[config.mk]
export PLATFORM = sky130hd
export DESIGN_NAME = mem_port_arbiter
export DESIGN_NICKNAME = d
export VERILOG_FILES = /design/src/rtl/mem_port_arbiter.sv
export SDC_FILE = /design/constraint.sdc
export NUM_CORES = 1
export LEC_CHECK = 0
export CORE_MARGIN = 3
export CORE_UTILIZATION = 30
export DETAILED_ROUTE_END_ITERATION = 8
export MAX_ROUTING_LAYER = met4
export SYNTH_ARGS = -nofsm -noshare
export SYNTH_HDL_FRONTEND = slang
export SYNTH_SLANG_ARGS = --single-unit
[constraint.sdc]
create_clock -name clk -period 14.55 [get_ports clk]
set_input_delay 2.1825 -clock clk [delete_from_list [all_inputs] [get_ports clk]]
set_output_delay 2.1825 -clock clk [all_outputs]
set_load 0.1 [all_outputs]
[src/rtl/mem_port_arbiter.sv]
// mem_port_arbiter: serialises MIPS fetch and data accesses onto a single
// req/ack memory port and stalls the pipeline until every access needed
// for the current pipeline cycle has been served.
module mem_port_arbiter #(
  parameter int AW = 32,
  parameter int DW = 32
) (
  input  logic          clk,
  input  logic          reset,
  input  logic          if_req,
  input  logic [AW-1:0] if_addr,
  output logic [DW-1:0] if_rdata,
  input  logic          dm_read,
  input  logic          dm_write,
  input  logic [AW-1:0] dm_addr,
  input  logic [DW-1:0] dm_wdata,
  output logic [DW-1:0] dm_rdata,
  output logic          stall,
  output logic          mem_req,
  output logic          mem_we,
  output logic [AW-1:0] mem_addr,
  output logic [DW-1:0] mem_wdata,
  input  logic          mem_ack,
  input  logic [DW-1:0] mem_rdata,
  output logic [31:0]   stall_count
);

  typedef enum logic [1:0] {IDLE, DATA, FETCH} state_t;

  state_t state, state_nxt;
  logic   dm_done, if_done;
  logic   dm_pend, dm_need, if_need;
  logic   start_dm, start_if, ack_dm, ack_if;

  assign dm_pend = dm_read | dm_write;
  assign dm_need = dm_pend & ~dm_done;
  assign if_need = if_req & ~if_done;
  assign stall   = dm_need | if_need;

  // State register
  always_ff @(posedge clk or posedge reset) begin
    if (reset) state <= IDLE;
    else       state <= state_nxt;
  end

  // Next state: data wins because the M-stage instruction is older
  always_comb begin
    state_nxt = state;
    case (state)
      IDLE: begin
        if (dm_need)      state_nxt = DATA;
        else if (if_need) state_nxt = FETCH;
      end
      DATA, FETCH: if (mem_ack) state_nxt = IDLE;
      default: state_nxt = IDLE;
    endcase
  end

  // FSM decode into launch / completion strobes for the datapath
  always_comb begin
    start_dm = 1'b0;
    start_if = 1'b0;
    ack_dm   = 1'b0;
    ack_if   = 1'b0;
    case (state)
      IDLE: begin
        start_dm = dm_need;
        start_if = ~dm_need & if_need;
      end
      DATA:  ack_dm = mem_ack;
      FETCH: ack_if = mem_ack;
      default: ;
    endcase
  end

  // Memory request register: launched from IDLE, held stable until ack
  always_ff @(posedge clk or posedge reset) begin
    if (reset) begin
      mem_req   <= 1'b0;
      mem_we    <= 1'b0;
      mem_addr  <= '0;
      mem_wdata <= '0;
    end else if (start_dm) begin
      mem_req   <= 1'b1;
      mem_we    <= dm_write;
      mem_addr  <= dm_addr;
      mem_wdata <= dm_wdata;
    end else if (start_if) begin
      mem_req   <= 1'b1;
      mem_we    <= 1'b0;
      mem_addr  <= if_addr;
    end else if (ack_dm || ack_if) begin
      mem_req   <= 1'b0;
    end
  end

  // Read data capture; results of withdrawn requests are dropped
  always_ff @(posedge clk or posedge reset) begin
    if (reset) begin
      if_rdata <= '0;
      dm_rdata <= '0;
    end else begin
      if (ack_dm && dm_pend && !mem_we) dm_rdata <= mem_rdata;
      if (ack_if && if_req)             if_rdata <= mem_rdata;
    end
  end

  // Served flags: set on completion, cleared when the pipeline advances
  always_ff @(posedge clk or posedge reset) begin
    if (reset) begin
      dm_done <= 1'b0;
      if_done <= 1'b0;
    end else if (!stall) begin
      dm_done <= 1'b0;
      if_done <= 1'b0;
    end else begin
      if (ack_dm && dm_pend) dm_done <= 1'b1;
      if (ack_if && if_req)  if_done <= 1'b1;
    end
  end

  // Saturating stall cycle counter
  always_ff @(posedge clk or posedge reset) begin
    if (reset)                             stall_count <= '0;
    else if (stall && stall_count != '1)   stall_count <= stall_count + 32'd1;
  end

endmodule

==> impl_results.md, run 1 <==
* Run status: completed
* Endpoint type of the worst setup path: output port
* Share of post-route cells with drive strength above 1 at 16.71%
* Detailed-route vias per instance at roughly 4.6
* Required time worst endpoint at 12.37 ns
* Area leader, netlist: dfrtp_1
* Minimum clock period at 7.153 ns
* Number of DRC markers after the initial detailed-route iteration at 176
* Max Clock Freq at 139.8 MHz
* Final weighted congestion in routability-driven placement at roughly 0.84
* Total CTS buffers at 17
* Nets in the synthesized netlist at 649
* Die width at 156.9 µm
* DIE AREA at 0.02462 mm²
* Layout Nets at 946
* Syn Inst Count at 511
* Largest driver fanout on the critical path at 37
* Post-route clock period utilization at 49.16%
* Worst clock skew at between 0.006 and 0.007 ns
* Commonest register cell after synthesis: dfrtp_1
* Maximum number of buffers from clock root to sink at 2
* Number of enable flip-flop cells after synthesis at 0
* Seq cells post-synth at roughly 170
* Share of flip-flops with an asynchronous set or reset after synthesis at 100.0%
* Data arrival time of the critical path at 4.97 ns
* Post-synthesis instance area at 0.006832 mm²
* Vert. Die Dim at 156.9 µm
* Average wire length per cell after detail routing at 18.06 µm
* Path category of the worst min-delay check: reg2reg
* CTS root buf: clkbuf_16
* WS Path Type: in2out
* Global-route wire length before repair at 29650 µm
* Total of hold buffers inserted after clock tree synthesis at 0
* Overall track demand over capacity in global routing at approximately 16%
* Postcts setup bufs at 0
* Count of instances resized after the clock tree is built at 0
* Startpoint kind of the worst setup timing path: input port
* Unrepaired setup endpoints after global routing: false
* Vias in the first global route at roughly 5400
* Fraction of the yosys area taken by sequential cells at 60.81%
* Maximum number of pins on one net before global-route repair at 98
* Slew Limit Headroom at 30.51%
* Mean area per synthesized cell at between 10 and 15 µm²
* Max incr delay on CP at 1.16 ns
* Placed Cells at 1069
* Area after DPL at approximately 0.010 mm²
* Setup TNS after final layout at 0 ns
* Clock tree from TritonCTS: done
* Worst-margin pin slew at about 1.0 ns
* Clock network latency to the later pin of the worst-skew pair at ~0.41 ns
* Clock input transition at the sequential cells of the worst setup and hold paths at 0.06 ns
* Area share of the largest cell type after synthesis at 60.81%
* Top post-synthesis cells by area: dfrtp_1, mux2_2, mux2i_1
* Number of hold-slack violations in the final timing report at 0
* Count of different cell masters after synthesis at 38
* Slowest-stage cell, CP: clkdlybuf4s50_1
* Core footprint at 0.02209 mm²
* Number of vias in the routed layout at approximately 5000
* Starting density of the core at between 30 and 40%
* Number of antenna violations at the first check in global routing at 0
* Worst Setup Slack post-DPL at around 7.3 ns
* Overflow after GRT at 0
* Pins over their slew limit at 0
* Clock tree sinks at 166
* Crit path cell chain: clkdlybuf4s50_1, o21ba_4, nor2_1, inv_1, clkdlybuf4s50_1
* Detailed placement HPWL at 15140 µm
* Post-route insts no fill at 1100
* Number of rows created at floorplan at 54
* Number of top-level pins at 297
* Routed WL at 19870 µm
* Setup-violating endpoint count in the final report at 0
* I/O Buffers at 296
* DRC errors left at 0
* Worst setup slack after layout at around 7.4 ns
* Max-capacitance violation count at 0
* Cell occurring most often along the worst timing path: clkdlybuf4s50_1
* Count of H-tree levels built during CTS at 4
* Final Cell Area at 0.01070 mm²
* Number of warning messages in the yosys log at 0
* Antenna Nets Post-Route at 0
* Initial DRT Pass Iterations at 5
* Area added between synthesis and finish at 56.67%
* ANT cells at 0
[state kept, by name, summed over array words and instances (netlist names)]
name,count
dm_rdata,32
if_rdata,32
mem_addr,32
mem_wdata,32
stall_count,32
state,2
dm_done,1
if_done,1
mem_req,1
mem_we,1
[final timing paths]
kind                                          start                          end  slack [ns]  cells after the start
setup reg to reg                dm_done$_DFFE_PP0P_  stall_count[28]$_DFFE_PP0P_       11.80                      5
hold reg to reg            mem_addr[23]$_DFFE_PP0P_     mem_addr[23]$_DFFE_PP0P_        0.48                      2
setup / recovery                            dm_read                        stall        7.40                      5
max in group asynchronous                     reset      if_rdata[5]$_DFFE_PP0P_       10.75                      3
hold / removal             mem_addr[23]$_DFFE_PP0P_     mem_addr[23]$_DFFE_PP0P_        0.48                      2
min in group asynchronous                     reset   stall_count[6]$_DFFE_PP0P_        2.33                      2
[worst max-delay path: cells and delay by family]
family | cells | cell delay, ns
buf+inv | 3 | 1.85
compound gates | 1 | 0.66
simple gates | 1 | 0.27
[layout make-up]
type                    count  area (µm²)
clock buffers              20       436.7
clock inverters            11       173.9
fillers                  1972       11390
inverters                   7       31.28
multi-input cells         318        2579
flip-flops and latches    166        4154
well taps                 280       350.3
repair buffers            298        2978
[routing by layer]
layer,GRT usage (%),share of wire (%),vias up
met2,26.86,50,174
met5,-,0,-
met1,19.50,42,2502
met3,4.509,6.9,11
met4,3.126,0.56,0
li1,-,-,2396
[cell usage after synthesis (2+ instances only)]
cell type and count:
dfrtp_1 166, mux2_2 98, nand2_1 48, o21ai_0 34, mux2i_1 32, xnor2_1 14, nand3_1 13, clkbuf_1 12
xor2_1 12, nor2_1 8, a21oi_1 7, and3_1 7, inv_1 7, a31oi_1 6, and4_1 5, nor3_1 5
buf_2 4, ha_1 4, nand4_1 4, nor4_1 4, buf_1 3, nor2b_1 2
[metrics by stage]
| step | hold WS [ns] | util (%) |
|---|---|---|
| 3_3_place_gp | 0.4635 | 45.68 |
| 3_5_place_dp | 0.4712 | 45.68 |
| 2_1_floorplan | 0.4913 | - |
| 6_report | 0.4823 | 48.44 |
| 5_1_grt | 0.5004 | 48.44 |
| 4_1_cts | 0.4857 | 48.44 |
[cell families (layout without fill, tap and decap cells)]
| logic type | Yosys count | count (layout) | synth area share [%] |
|---|---|---|---|
| flip-flops | 166 | 166 | 60.81 |
| multiplexers | 130 | 130 | 20.84 |
| AND/OR/NAND/NOR | 103 | 103 | 7.729 |
| AO/OA/AOI/OAI | 55 | 55 | 4.890 |
| buffers and inverters | 27 | 336 | 1.667 |
| XOR/XNOR | 26 | 26 | 3.333 |
| adder cells (fa/ha/maj) | 4 | 4 | 0.7326 |
[cell usage in the layout (no fill, tap or decap), types with 4 or more instances in the layout]
cell type | Yosys | layout
nand3_1 | 13 | 12
mux2_2 | 98 | 98
and3_1 | 7 | 7
nor4_1 | 4 | 4
nand4_1 | 4 | 4
nand2_1 | 48 | 47
inv_1 | 7 | 6
clkdlybuf4s50_1 | 0 | 296
o21ai_0 | 34 | 34
dfrtp_1 | 166 | 166
mux2i_1 | 32 | 32
and4_1 | 5 | 5
xnor2_1 | 14 | 14
nor2_1 | 8 | 7
a21oi_1 | 7 | 7
clkbuf_16 | 0 | 17
xor2_1 | 12 | 12
ha_1 | 4 | 4
a31oi_1 | 6 | 6
nor3_1 | 5 | 5
bufinv_16 | 0 | 4
Power of run 1 is left out: the tool's default activity adds up to more than one toggle a clock period on the data nets, which glitch-free logic cannot reach.
==> inputs of run 2 (changes only) <==
==> constraint.sdc (replaced) <==
create_clock -name clk -period 5.9 [get_ports clk]
set_input_delay 0.885 -clock clk [delete_from_list [all_inputs] [get_ports clk]]
set_output_delay 0.885 -clock clk [all_outputs]
set_load 0.1 [all_outputs]
==> run 2 against run 1 <==
Compared with the run above: clock skew grew 0.0022 ns; utilization is essentially flat; critical path depth is the same; sequential cell count is the same; die area is the same; cell area is essentially flat; routed wire length grew 1.2%; register-to-register slack lost 8.6 ns; via count grew 2.3%; largest cell class unchanged; highest routed layer unchanged.
==> impl_results.md, run 2 (synthesis results as in run 1) <==
* Overall track demand over capacity in global routing at 16.32%
* Fill cell total of the finished layout at approximately 2000
* Setup TNS after final layout at 0 ns
* Number of top-level pins at 297
* Clock input transition at the sequential cells of the worst setup and hold paths at 0.07 ns
* DRC errors left at 0
* Layout Nets at between 900 and 1000
* Path category of the worst min-delay check: reg2reg
* Total CTS buffers at 17
* Min-Delay Path Depth at 2
* Number of DRC markers after the initial detailed-route iteration at 230
* Most common cell after layout, fill and taps aside: clkdlybuf4s50_1
* Average wire length per cell after detail routing at 18.25 µm
* Detailed-route vias per instance at 4.718
* Startpoint kind of the worst setup timing path: input port
* Count of H-tree levels built during CTS at 4
* Postcts setup bufs at 0
* Setup-violating endpoint count in the final report at 0
* Clock tree from TritonCTS: done
* Run status: completed
* Detailed placement HPWL at 15120 µm
* Worst-margin pin slew at 1.072 ns
* Number of hold-slack violations in the final timing report at 0
* Slew Limit Headroom at 28.35%
* Maximum number of buffers from clock root to sink at 2
* Unrepaired setup endpoints after global routing: false
* Footprint of the multi-input gates at 0.002579 mm²
* Vias in the first global route at 5465
* Number of antenna violations at the first check in global routing at 0
* Largest driver fanout on the critical path at 37
* Maximum number of pins on one net before global-route repair at 68
* Endpoint type of the worst setup path: output port
* Clock network latency to the later pin of the worst-skew pair at between 0.4 and 0.5 ns
* CTS root buf: clkbuf_16
* Minimum clock period at 3.740 ns
* Antenna Nets Post-Route at 0
* Reg2reg path depth at 5
* Area added between synthesis and finish at 56.78%
* Number of rows created at floorplan at 54
* Area after DPL at 0.01010 mm²
* Vert. Die Dim at 156.9 µm
* Number of vias in the routed layout at 5199
* Starting density of the core at 30.92%
* Count of instances resized after the clock tree is built at 0
* Max-capacitance violation count at 0
* Data arrival time of the critical path at 2.85 ns
* Initial DRT Pass Iterations at 4
* Clock tree sinks at 166
* Required time worst endpoint at 5.02 ns
* DIE AREA at 0.02462 mm²
* Final Cell Area at 0.01071 mm²
* Pins over their slew limit at 0
* Post-route clock period utilization at 63.38%
* Global-route wire length before repair at 30120 µm
* Share of post-route cells with drive strength above 1 at between 10% and 20%
* Max Clock Freq at 267.4 MHz
* Worst clock skew at between 0.008 and 0.009 ns
* Routed WL at 20110 µm
* Core footprint at around 0.022 mm²
* I/O Buffers at 296
* Total of hold buffers inserted after clock tree synthesis at 0
* Die width at 156.9 µm
* Final weighted congestion in routability-driven placement at 0.8254
* ANT cells at 0
* Highest-count cells in the layout ignoring fill and taps: clkdlybuf4s50_1, dfrtp_1, mux2_2
* WS Path Type: in2out
* Area of all sequential standard cells at 0.004154 mm²
* Overflow after GRT at 0
-- run 2: cell types whose count changed in the layout (fill, tap and decap cells not counted) --
cell / before / now
buf_4: 2 / 4
bufinv_16: 4 / 3
clkbuf_1: 3 / 1
clkbuf_8: 0 / 1
clkdlybuf4s50_1: 296 / 295
clkinv_2: 1 / 2
clkinv_4: 1 / 3
clkinvlp_4: 3 / 2
inv_8: 0 / 1
-- run 2: layout make-up --
| type | instances | area share, % |
|---|---|---|
| well taps | 280 | 3.271 |
| inverters | 7 | 0.2921 |
| clock buffers | 19 | 4.136 |
| multi-input cells | 318 | 24.08 |
| clock inverters | 13 | 1.589 |
| flip-flops and latches | 166 | 38.78 |
| repair buffers | 299 | 27.85 |
-- run 2: path summary, 6_finish.rpt --
kind / startpoint / endpoint / slack, ns
max in group asynchronous: reset / mem_wdata[5]$_DFFE_PP0P_ / 3.81
hold / removal: mem_req$_DFFE_PP0P_ / mem_req$_DFFE_PP0P_ / 0.48
setup / recovery: dm_read / stall / 2.16
setup reg to reg: dm_done$_DFFE_PP0P_ / state[1]$_DFFE_PP0P_ / 3.17
hold reg to reg: mem_req$_DFFE_PP0P_ / mem_req$_DFFE_PP0P_ / 0.48
min in group asynchronous: reset / stall_count[8]$_DFFE_PP0P_ / 0.85
-- run 2: per-layer routing --
| layer | up-vias | GRT usage, % | routed length, µm |
|---|---|---|---|
| met5 | - | - | 0 |
| met4 | 0 | 4.627 | 346 |
| met3 | 22 | 4.949 | 1634 |
| met2 | 206 | 26.61 | 9906 |
| met1 | 2562 | 19.66 | 8225 |
| li1 | 2409 | - | - |
-- run 2: critical path: stages --
cell and delay [ns]:
clkdlybuf4s50_1 0.55, o21ba_4 0.67, nor2_1 0.27, inv_1 0.15, buf_4 0.31
-- run 2: per-stage QoR --
stage | setup slack [ns] | hold slack, ns | utilization (%) | std cells
floorplan | 0.5250 | 0.4913 | - | 511
global placement | 2.208 | 0.4589 | 45.70 | 1070
detailed placement | 2.092 | 0.4662 | 45.70 | 1070
CTS | 2.127 | 0.4838 | 48.48 | 1102
global route | 2.051 | 0.5003 | 48.48 | 1102
finish | 2.161 | 0.4787 | 48.48 | 1102
Power of run 2 is left out for the same reason.
